## config.mk

```make
export PLATFORM = sky130hd
export DESIGN_NAME = redmule_job_dispatcher
export DESIGN_NICKNAME = d
export VERILOG_FILES = /design/src/rtl/redmule_job_dispatcher.sv
export SDC_FILE = /design/constraint.sdc
export NUM_CORES = 1
export LEC_CHECK = 0
export ABC_CLOCK_PERIOD_IN_PS = 13450
export BUFFER_PORTS_ARGS = -buffer_cell sky130_fd_sc_hd__buf_2
export CAP_MARGIN = 20
export CORE_AREA = 2 2 201 203
export DETAILED_ROUTE_END_ITERATION = 10
export DIE_AREA = 0 0 203 205
export PLACE_DENSITY_LB_ADDON = 0.25
export SLEW_MARGIN = 5
export SYNTH_ARGS = -nofsm -noshare
export SYNTH_HDL_FRONTEND = slang
export SYNTH_SLANG_ARGS = --single-unit
```

## constraint.sdc

```tcl
create_clock -name clk_i -period 13.45 [get_ports clk_i]
set_input_delay 0.6725 -clock clk_i [delete_from_list [all_inputs] [get_ports clk_i]]
set_output_delay 0.6725 -clock clk_i [all_outputs]
set_load 0.01 [all_outputs]
```

## src/rtl/redmule_job_dispatcher.sv

```systemverilog
// Drives RedMulE's periph slave port: ACQUIRE (retry and backoff on busy), program job registers, TRIGGER, await evt_done_i, report.
// ACQUIRE goes out the cycle after accept. A request is held until gnt, and the completion record is held until done_ready_i.
module redmule_job_dispatcher #(
    parameter int unsigned N_JOB_REGS     = 12,
    parameter int unsigned ID_WIDTH       = 8,
    parameter logic [31:0] BASE_ADDR      = 32'h0,
    parameter logic [31:0] REG_OFFS       = 32'h40,
    parameter int unsigned BACKOFF_CYCLES = 16,
    parameter int unsigned MAX_RETRIES    = 255,
    parameter int unsigned CORE_ID        = 0
) (
    input  logic                       clk_i,
    input  logic                       rst_i,
    input  logic                       clear_i,
    input  logic                       job_valid_i,
    output logic                       job_ready_o,
    input  logic [N_JOB_REGS*32-1:0]   job_regs_i,
    output logic                       periph_req_o,
    input  logic                       periph_gnt_i,
    output logic [31:0]                periph_add_o,
    output logic                       periph_wen_o,
    output logic [3:0]                 periph_be_o,
    output logic [31:0]                periph_data_o,
    output logic [ID_WIDTH-1:0]        periph_id_o,
    input  logic                       periph_r_valid_i,
    input  logic [31:0]                periph_r_data_i,
    input  logic [ID_WIDTH-1:0]        periph_r_id_i,
    input  logic                       evt_done_i,
    output logic                       done_valid_o,
    input  logic                       done_ready_i,
    output logic [7:0]                 done_job_id_o,
    output logic                       done_err_o,
    output logic                       busy_o
);

    localparam int IDX_W = (N_JOB_REGS > 1) ? $clog2(N_JOB_REGS) : 1;
    localparam int BW    = $clog2(BACKOFF_CYCLES + 1);

    typedef enum logic [2:0] {
        IDLE, ACQ_REQ, ACQ_WAIT, BACKOFF, WRITE, TRIG, WAIT_DONE, REPORT
    } state_e;

    state_e             state_q, state_d;
    logic [IDX_W-1:0]   idx_q, idx_d;
    logic [7:0]         retry_q, retry_d;
    logic [BW-1:0]      boff_q, boff_d;
    logic [7:0]         job_id_q, job_id_d;
    logic               err_q, err_d;
    logic               load_buf;
    logic [31:0]        buf_q [N_JOB_REGS];
    logic               unused_rdata;

    assign unused_rdata = ^periph_r_data_i[30:8];

    always_comb begin
        state_d  = state_q;
        idx_d    = idx_q;
        retry_d  = retry_q;
        boff_d   = boff_q;
        job_id_d = job_id_q;
        err_d    = err_q;
        load_buf = 1'b0;
        unique case (state_q)
            IDLE: if (job_valid_i) begin
                load_buf = 1'b1;
                retry_d  = '0;
                job_id_d = '0;
                err_d    = 1'b0;
                state_d  = ACQ_REQ;
            end
            ACQ_REQ: if (periph_gnt_i) state_d = ACQ_WAIT;
            // Only responses carrying our own ID answer the ACQUIRE.
            ACQ_WAIT: if (periph_r_valid_i && periph_r_id_i == ID_WIDTH'(CORE_ID)) begin
                if (periph_r_data_i[31]) begin
                    if (retry_q == 8'(MAX_RETRIES)) begin
                        err_d   = 1'b1;
                        state_d = REPORT;
                    end else begin
                        retry_d = retry_q + 8'd1;
                        boff_d  = '0;
                        state_d = BACKOFF;
                    end
                end else begin
                    job_id_d = periph_r_data_i[7:0];
                    idx_d    = '0;
                    state_d  = WRITE;
                end
            end
            BACKOFF: begin
                if (boff_q == BW'(BACKOFF_CYCLES - 1)) state_d = ACQ_REQ;
                else                                   boff_d  = boff_q + BW'(1);
            end
            WRITE: if (periph_gnt_i) begin
                if (idx_q == IDX_W'(N_JOB_REGS - 1)) state_d = TRIG;
                else                                  idx_d   = idx_q + IDX_W'(1);
            end
            TRIG:      if (periph_gnt_i) state_d = WAIT_DONE;
            WAIT_DONE: if (evt_done_i)   state_d = REPORT;
            REPORT:    if (done_ready_i) state_d = IDLE;
            default:   state_d = IDLE;
        endcase
    end

    always_ff @(posedge clk_i) begin
        if (rst_i || clear_i) begin
            state_q  <= IDLE;
            idx_q    <= '0;
            retry_q  <= '0;
            boff_q   <= '0;
            job_id_q <= '0;
            err_q    <= 1'b0;
        end else begin
            state_q  <= state_d;
            idx_q    <= idx_d;
            retry_q  <= retry_d;
            boff_q   <= boff_d;
            job_id_q <= job_id_d;
            err_q    <= err_d;
        end
    end

    always_ff @(posedge clk_i) begin
        if (load_buf) begin
            for (int i = 0; i < int'(N_JOB_REGS); i++) buf_q[i] <= job_regs_i[i*32 +: 32];
        end
    end

    // Port fields are decoded from state and registers only, so they are stable while stalled.
    always_comb begin
        periph_req_o  = 1'b0;
        periph_add_o  = 32'h0;
        periph_wen_o  = 1'b1;
        periph_data_o = 32'h0;
        unique case (state_q)
            ACQ_REQ: begin
                periph_req_o = 1'b1;
                periph_add_o = BASE_ADDR + 32'h4;
            end
            WRITE: begin
                periph_req_o  = 1'b1;
                periph_wen_o  = 1'b0;
                periph_add_o  = BASE_ADDR + REG_OFFS + {{(30-IDX_W){1'b0}}, idx_q, 2'b00};
                periph_data_o = buf_q[idx_q];
            end
            TRIG: begin
                periph_req_o = 1'b1;
                periph_wen_o = 1'b0;
                periph_add_o = BASE_ADDR;
            end
            default: ;
        endcase
    end

    assign periph_be_o   = 4'hF;
    assign periph_id_o   = ID_WIDTH'(CORE_ID);
    assign job_ready_o   = (state_q == IDLE);
    assign busy_o        = (state_q != IDLE);
    assign done_valid_o  = (state_q == REPORT);
    assign done_job_id_o = job_id_q;
    assign done_err_o    = err_q;

endmodule

```

==> results of run 1 <==
-- per-layer routing --
| layer | vias up | global-route usage [%] | wire (um) |
|---|---|---|---|
| li1 | 4473 | - | - |
| met1 | 4766 | 22.78 | 15290 |
| met2 | 426 | 33.30 | 21150 |
| met3 | 74 | 5.472 | 3267 |
| met4 | 12 | 7.899 | 1020 |
| met5 | - | 0 | 64 |
-- cells in the mapped netlist, drive strengths merged --
library cell  number  area (sq um)
o211ai             6         45.04
ha                 4         50.05
a311oi             1         8.760
mux2i             34         340.3
a22oi              1         7.510
buf               57         364.1
nand3             14         70.07
o311ai             1         8.760
nor2              84         315.3
or2                4         25.02
o221ai             1         8.760
a31oi              1         6.260
clkbuf            29         108.9
o31ai              2         15.01
nor4               1         21.27
mux2               2         22.52
nand3b             3         22.52
nor2b              1         6.260
nand2b            10         62.56
nand4              6         37.54
a2bb2oi            2         17.52
or3                6         42.54
nor3               5         25.02
nor3b              2         15.01
or4b               2         23.77
and2               3         18.77
or3b               2         17.52
a32o               1         10.01
inv                7         26.28
edfxtp           384         11530
mux4              96          2162
a41oi              2         17.52
and3               3         18.77
or4                6         48.80
nand2             14         52.55
xor2               1         8.760
dfxtp             33         660.6
conb               2         7.510
a21oi             54         270.3
a41o               2         20.02
o21ai              9         45.04
-- per-stage QoR --
step | instances | hold slack (ns)
2_1_floorplan | 935 | 0.4539
3_3_place_gp | 1845 | 0.4510
3_5_place_dp | 1845 | 0.4542
4_1_cts | 1928 | 0.2287
5_1_grt | 1942 | 0.2374
6_report | 1947 | 0.2714
-- where the power goes --
group          switching (W)  leakage (nW)  internal [W]
Combinational      0.0000803          3.08     0.0000762
Clock               0.000513         0.747      0.000763
Sequential         0.0000207          3.98       0.00151
-- how the worst max path moves through the flow --
stage,from,to,slack [ns],cells past startpoint
floorplan,state_q[1]$_SDFFE_PP0P_,done_job_id_o[0]$_SDFFE_PP0P_,2.72,7
global placement,state_q[1]$_SDFFE_PP0P_,buf_q[8][14]$_DFFE_PP_,9.51,4
detailed placement,state_q[1]$_SDFFE_PP0P_,buf_q[7][8]$_DFFE_PP_,9.39,4
CTS,flip-flop,periph_data_o[0],9.35,7
global route,flip-flop,periph_data_o[11],9.21,7
finish,flip-flop,periph_data_o[0],9.48,7
-- layout make-up --
class                   instances  area (sq um)  area share [%]
flip-flops and latches        417         12200           58.34
multi-input cells             425          4036           19.30
repair buffers                472          2415           11.55
clock buffers                  50          1166           5.576
well taps                     525         656.9           3.141
clock inverters                33         366.6           1.753
diodes                         18         45.04          0.2154
inverters                       7         26.28          0.1256
-- flip-flops by register name, indices dropped and copies added, names as in the netlist, named ones only --
signal,flops
state_q,3
idx_q,4
retry_q,8
buf_q,384
boff_q,5
done_job_id_o,8
done_err_o,1
-- cells by family after synthesis --
kind of cell             Yosys count
buffers and inverters             93
AO/OA/AOI/OAI                     83
multiplexers                     132
AND/OR/NAND/NOR                  166
flip-flops                       417
other                              2
XOR/XNOR                           1
adder cells (fa/ha/maj)            4
==> metrics.cfg, run 1 <==
[synth]
synth_cells = 898
synthXorXnorAreaFrac_pct = 0.05281
ys_ff_latch = 417
synth-compound-area-share_pct = 2.897
synthDistinctLibCells = 46
synth.area.mux_share_pct = 15.22
synth_area_sq_um = 16590
synth_top_family_by_area = multiplexers
synth-adder-area-share_pct = 0.3018
synth.avg_cell_area_sq_um = 18.47
yosysWarnings = 0
yosys.area_share.simple_pct = 4.964
yosysSeqAreaShare_pct = 73.51

[timing]
max_slew_margin_pct = 28.70
worst_slack_ns = 9.484
hold_viol = 0
finalCriticalPeriod_ns = 3.966
grt_setup_unrepaired = no
slew_violations = 0
setup_viol = 0
final.setup.tns_ns = 0
period_share_pct = 29.49
worst_pin_slew_ns = 1.069
max_freq_mhz = 252.2
skew_ns = 0.01109

[critical_path]
critPathMaxFanout = 53
slowest_delay_ns = 0.79
start_kind = flip-flop
cp_top_family = buffers and inverters
path_buf_inv = 2
critPathMostFrequentCell = nor2_1
cp_slowest_cell = dfxtp_4
path_cells = buf_4 > mux4_2 > mux2i_1 > nor2_1 > a21oi_1 > nor2_1 > buf_2
r2r_end = buf_q[8][13]$_DFFE_PP_
ff2ff_path_depth = 5
ff2ff_setup_slack_ns = 9.74
crit_required_ns = 12.78
worstSetupPathType = flip-flop to output pin
cp.arrival_ns = 3.29
r2r_start = state_q[1]$_SDFFE_PP0P_
endpoint_kind = output pin

[placement]
place_ws_ns = 9.386
port_buffers = 459
place.gp.congestion = 0.8052
dpl_cell_area_sq_um = 19310
dpl.hpwl_um = 28030

[global_routing]
grt_pass1_wl_um = 58940
grt_use_total_pct = 19.29
antenna_found_initial = 20
grt_max_degree = 88
grt_pass1_vias = 10081
overflow = 0

[floorplanning]
row_count = 73
dieArea_sq_um = 41620
die_height_um = 205
die_width_um = 203
initial_utilization_pct = 42.13
core_area_sq_um = 39370
ios = 522

[layout]
drive_gt1_share_pct = 46.79
final_core_util_pct = 53.13
final_common_cell = buf_2
syn_to_final_growth_pct = 26.09
final_cell_mix = 459 x buf_2, 384 x edfxtp_1, 96 x mux4_2, 84 x nor2_1, 54 x a21oi_1
fin_area_sq_um = 20910
fill_cells = 3320
layout.nets = 1804

[hold_path]
min_path_cells = 1
min_path_type = primary input to flip-flop
hold_path_end = buf_q[5][15]$_DFFE_PP_
holdCritStartpoint = job_regs_i[175]

[power]
power.density_nw_per_um2 = 141.9
finalPower_w = 0.002967
power.static_leakage_nw = 7.815
ir_drop_mv = 0.1059

[clock_tree]
post_cts_buffers = 0
worst_skew_pair.late_latency_ns = 0.57
cts_hold_buf = 0
ctsResizeCount = 0
clock-sinks = 417
cts_buffers = 45
h-tree-depth = 2
cts_tree = yes
clk_pin_slew_ns = 0.06
cts_root_buf = clkbuf_16
cts_buffer_depth = 3

[drt]
vias_per_cell = 5.008
drtAntennaViolNets = 0
vias = 9751
wl_um = 40790
drc = 0
post_drt_wl_per_cell_um = 20.95
drtIter0Drc = 699
first_pass_iters = 5

[flow_run]
max-cap-violations = 0

[run_status]
outcome = finished clean

(Power assumes the default switching activity.)
==> run 2: changes to the inputs <==
- ABC_AREA: default -> 1
- ABC_CLOCK_PERIOD_IN_PS: 13450 -> 3570
- CORE_AREA: 2 2 201 203 -> 2 2 205 207
- DIE_AREA: 0 0 203 205 -> 0 0 207 209
- clock period: 13.45 -> 3.57 ns (I/O delays scaled with it)
==> metrics.cfg, run 2 <==
[floorplanning]
die_width_um = 207
core_area_sq_um = 41290
dieArea_sq_um = 43260
ios = 522
die_height_um = 209
row_count = 75
initial_utilization_pct = 41.66

[critical_path]
path_buf_inv = 2
cp_top_family = simple AND/OR/NAND/NOR gates
ff2ff_path_depth = 4
start_kind = flip-flop
critPathMaxFanout = 109
cp.arrival_ns = 2.87
cp_slowest_cell = dfxtp_4
crit_required_ns = 3.39
worstSetupPathType = flip-flop to output pin
path_cells = buf_12 > o21ai_0 > o22ai_1 > nand2_1 > nand2_1 > nor2_1 > nor2_1 > buf_2
endpoint_kind = output pin
cp.depth = 8
slowest_delay_ns = 0.53

[drt]
top_layer = met4
wl_met3_um = 4829
vias_per_cell = 5.126
drtAntennaViolNets = 0
wl_um = 58580
drt-met1-wl_um = 21240
vias = 14917
post_drt_wl_per_cell_um = 20.13
drtIter0Drc = 1374
wl_met2_um = 30340
first_pass_iters = 5
drc = 0

[timing]
slew_violations = 0
grt_setup_unrepaired = no
worst_slack_ns = 0.5200
skew_ns = 0.01577
worst_pin_slew_ns = 0.8654
max_slew_margin_pct = 42.24
finalCriticalPeriod_ns = 3.050
hold_viol = 0
max_freq_mhz = 327.9
setup_viol = 0
period_share_pct = 85.43

[global_routing]
grt_pass1_wl_um = 87510
antenna_found_initial = 6
grt_max_degree = 110
overflow = 0
grt_pass1_vias = 15469
grt_use_total_pct = 26.33

[layout]
regMostFlops = buf_q
syn_to_final_growth_pct = 47.92
largest_reg_flops = 384
drive_gt1_share_pct = 24.40
fin_area_sq_um = 25450
fin_cells = 2910
layout.nets = 2762
final_common_cell = buf_2
final_core_util_pct = 61.63
final_cell_mix = 459 x buf_2, 401 x dlygate4sd3_1, 384 x edfxtp_1, 307 x nor2_1, 212 x o21ai_0
fill_cells = 3157

[hold_path]
min_path_cells = 6
min_path_type = primary input to flip-flop

[placement]
dpl_cell_area_sq_um = 19960
port_buffers = 459
place.gp.congestion = 0.8932
dpl.hpwl_um = 35140
place_ws_ns = 1.088
placed_cells = 2417

[clock_tree]
clock-sinks = 417
h-tree-depth = 2
cts_root_buf = clkbuf_16
worst_skew_pair.late_latency_ns = 0.58
cts_tree = yes
cts_buffer_depth = 3
cts_buffers = 45
ctsResizeCount = 0
clk_pin_slew_ns = 0.06

[synth]
synth-async-reset-ratio_pct = 0
ys_top_cells_by_count = 384 x edfxtp_1, 307 x nor2_1, 212 x o21ai_0, 184 x nand2_1, 81 x o22ai_1
synth_cells = 1480
yosysTopAreaCellShare_pct = 67.03
ys_ff_latch = 417
yosysSeqAreaShare_pct = 70.87
yosys-top-cells-area = edfxtp_1 67%, nor2_1 6.7%, o21ai_0 6.2%, nand2_1 4.0%, dfxtp_1 3.8%
synth_top_cell_by_area = edfxtp_1
yosysWarnings = 0
synth_edf_count = 384
synth.avg_cell_area_sq_um = 11.62
yosysMostFrequentCell = edfxtp_1
synthFlopType = edfxtp_1
synth_area_sq_um = 17200
synthDistinctLibCells = 38

[run_status]
outcome = finished clean

[power]
power.static_leakage_nw = 10.14
power.density_nw_per_um2 = 452.5
finalPower_w = 0.01151
ir_drop_mv = 0.5483

[flow_run]
max-cap-violations = 0

## run 2: changes by cell type after synthesis, sizes merged, moves of 23 or more
cell	previous run	this run
nor2	84	310
nand2	14	187
o22ai	0	81
inv	7	35
mux2i	34	0
a21oi	54	21
clkbuf	29	52
o21ai	9	214
mux4	96	0
## run 2: power breakdown
group,internal (W),leakage [nW],switching (W),total [W]
combinational,0.000543,5.45,0.000495,0.00104
sequential,0.00572,3.98,0.0000898,0.00581
clock,0.00270,0.706,0.00197,0.00467
total,0.00896,10.1,0.00256,0.0115
## run 2: cell type report
| type | count | area, sq um | share of cell area, % |
|---|---|---|---|
| sequential | 417 | 12200 | 47.95 |
| timing repair buffer | 889 | 6616 | 26.00 |
| multi-input combinational | 938 | 4338 | 17.05 |
| clock buffer | 57 | 1171 | 4.602 |
| tap | 539 | 674.4 | 2.650 |
| clock inverter | 25 | 274.0 | 1.077 |
| inverter | 35 | 145.1 | 0.5704 |
| antenna | 10 | 25.02 | 0.09834 |
## run 2: logic make-up after synthesis
logic type	count (synthesis)	synth area share [%]
adder cells (fa/ha/maj)	4	0.2909
other	2	0.04366
buffers and inverters	162	4.764
AO/OA/AOI/OAI	355	11.50
XOR/XNOR	1	0.05092
flip-flops	417	70.87
AND/OR/NAND/NOR	539	12.48
## run 2: what timing repair did
action / 4_1_cts / 5_1_grt
hold buffers: 401 / 0
hold endpoints to repair: 393 / 0
setup buffers: 0 / 0
## run 2: per-stage QoR
step / hold slack [ns] / setup TNS (ns)
floorplan: 0.2774 / -1212.99
global placement: 0.3547 / 0
detailed placement: 0.3566 / 0
CTS: 0.09078 / 0
global route: 0.1809 / 0
finish: 0.1232 / 0
## run 2: final timing paths
kind | to | from | slack, ns
max reg2reg | buf_q[8][29]$_DFFE_PP_ | state_q[2]$_SDFFE_PP0P_ | 1.08
min reg2reg | done_err_o$_SDFFE_PP0P_ | done_err_o$_SDFFE_PP0P_ | 0.45
min | state_q[2]$_SDFFE_PP0P_ | periph_r_data_i[31] | 0.12
max | periph_data_o[15] | flip-flop | 0.52
## run 2: routing by layer
metal  vias up  GRT usage, %
met5         -             0
met4         0         10.91
met3       125         5.846
li1       6915             -
met1      7105         30.31
met2       772         47.36
## run 2: tightest hold or removal path: stages
cell,delay [ns]
buf_2,0.11
nand2_1,0.05
nand2_1,0.11
nand2_1,0.07
nand4_1,0.07
a21oi_1,0.05
==> run 3: changes to the inputs <==
- RECOVER_POWER: default -> 50
==> metrics.cfg, run 3 (synthesized netlist as in run 2, its figures left out) <==
[run_status]
outcome = finished clean

[critical_path]
crit_required_ns = 3.39
start_kind = flip-flop
r2r_start = state_q[2]$_SDFFE_PP0P_
ff2ff_path_depth = 8
cp_slowest_cell = buf_4
path_cells = buf_4 > o21ai_0 > o22ai_1 > nand2_1 > nand2_1 > nor2_1 > nor2_1 > buf_2
r2r_end = done_job_id_o[5]$_SDFFE_PP0P_
slowest_delay_ns = 0.59
critPathMaxFanout = 64
worstSetupPathType = flip-flop to output pin
endpoint_kind = output pin
cp.arrival_ns = 2.88
ff2ff_setup_slack_ns = 0.86
crit_path_end = periph_data_o[21]

[layout]
largest_reg_flops = 384
layout.nets = 2762
syn_to_final_growth_pct = 47.10
fill_cells = 3224
drive_gt1_share_pct = 21.01
final_cell_mix = 401 x dlygate4sd3_1, 384 x edfxtp_1, 384 x buf_2, 308 x nor2_1, 212 x o21ai_0
final_common_cell = dlygate4sd3_1
regMostFlops = buf_q

[timing]
setup_viol = 0
slew_violations = 0
worst_pin_slew_ns = 0.8562
final.setup.tns_ns = 0
finalCriticalPeriod_ns = 3.057
max_slew_margin_pct = 42.86
period_share_pct = 85.64
hold_viol = 0
skew_ns = 0.01372
max_freq_mhz = 327.1
grt_setup_unrepaired = no

[clock_tree]
clk_pin_slew_ns = 0.06
cts_buffers = 45
cts_buffer_depth = 3
cts_tree = yes
h-tree-depth = 2
worst_skew_pair.late_latency_ns = 0.58
clock-sinks = 417
cts_root_buf = clkbuf_16

[drt]
vias = 14942
drtAntennaViolNets = 0
drtIter0Drc = 1368
first_pass_iters = 5
vias_per_cell = 5.135
drc = 0
wl_um = 58700
post_drt_wl_per_cell_um = 20.17

[placement]
port_buffers = 459
dpl.hpwl_um = 35140
place.gp.congestion = 0.8932

[power]
finalPower_w = 0.01150
ir_drop_mv = 0.5424
power.static_leakage_nw = 9.908
power.density_nw_per_um2 = 454.3

[global_routing]
grt_pass1_wl_um = 87510
antenna_found_initial = 6
grt_use_total_pct = 26.33
grt_max_degree = 110
overflow = 0
grt_pass1_vias = 15469

[floorplanning]
die_height_um = 209
die_width_um = 207
initial_utilization_pct = 41.66
row_count = 75
core_area_sq_um = 41290
dieArea_sq_um = 43260
ios = 522

[flow_run]
max-cap-violations = 0

[hold_path]
min_path_type = primary input to flip-flop

## run 3: timing repair
action / CTS / global route
hold buffers: 401 / 0
gates resized for setup: 0 / 0
endpoints found under the setup margin: 0 / 0
setup buffers: 0 / 0
hold endpoints to repair: 393 / 0
## run 3: per-layer routing
layer  vias up  global-route usage [%]  part of all wire (%)
met4         0                   10.91                   3.7
met3       135                   5.846                   8.1
li1       6912                       -                     -
met2       764                   47.36                    52
met1      7131                   30.31                    36
met5         -                       0                     0
## run 3: power by group
part / switching, W / internal, W
Combinational: 0.000497 / 0.000529
Sequential: 0.0000888 / 0.00572
Clock: 0.00197 / 0.00270
## run 3: worst min path at each step
| stage | startpoint | end | cells past startpoint |
|---|---|---|---|
| 2_1_floorplan | job_regs_i[0] | buf_q[0][0]$_DFFE_PP_ | 0 |
| 3_3_place_gp | job_regs_i[298] | buf_q[9][10]$_DFFE_PP_ | 1 |
| 3_5_place_dp | job_regs_i[181] | buf_q[5][21]$_DFFE_PP_ | 1 |
| 4_1_cts | done_ready_i | state_q[1]$_SDFFE_PP0P_ | 7 |
| 5_1_grt | periph_r_data_i[31] | state_q[2]$_SDFFE_PP0P_ | 6 |
| 6_report | periph_r_data_i[31] | state_q[2]$_SDFFE_PP0P_ | 6 |
## run 3: worst max-delay path: cells and delay by family, from the launching register on
kind,cells,cell delay [ns]
AOI/OAI and AO/OA,2,0.48
buffers and inverters,2,0.75
DFF,1,0.53
and+or+nand+nor,4,0.48
## run 3: final cells by class
class / instances / area (sq um) / share of cell area (%)
sequential: 417 / 12200 / 48.22
clock buffer: 57 / 1171 / 4.628
clock inverter: 25 / 274.0 / 1.083
multi-input combinational: 938 / 4294 / 16.97
antenna: 10 / 25.02 / 0.09889
tap: 539 / 674.4 / 2.665
inverter: 35 / 145.1 / 0.5735
timing repair buffer: 889 / 6519 / 25.76
## run 3: through the flow
stage	cells	utilization (%)	area [sq um]	setup WS (ns)	hold WS, ns
floorplan	1517	-	17370	-3.159	0.2774
global placement	2417	48.35	19960	1.135	0.3547
detailed placement	2417	48.35	19960	1.088	0.3566
CTS	2900	61.57	25420	0.5644	0.09078
global route	2908	61.28	25300	0.3923	0.1763
finish	2910	61.29	25310	0.5128	0.1069
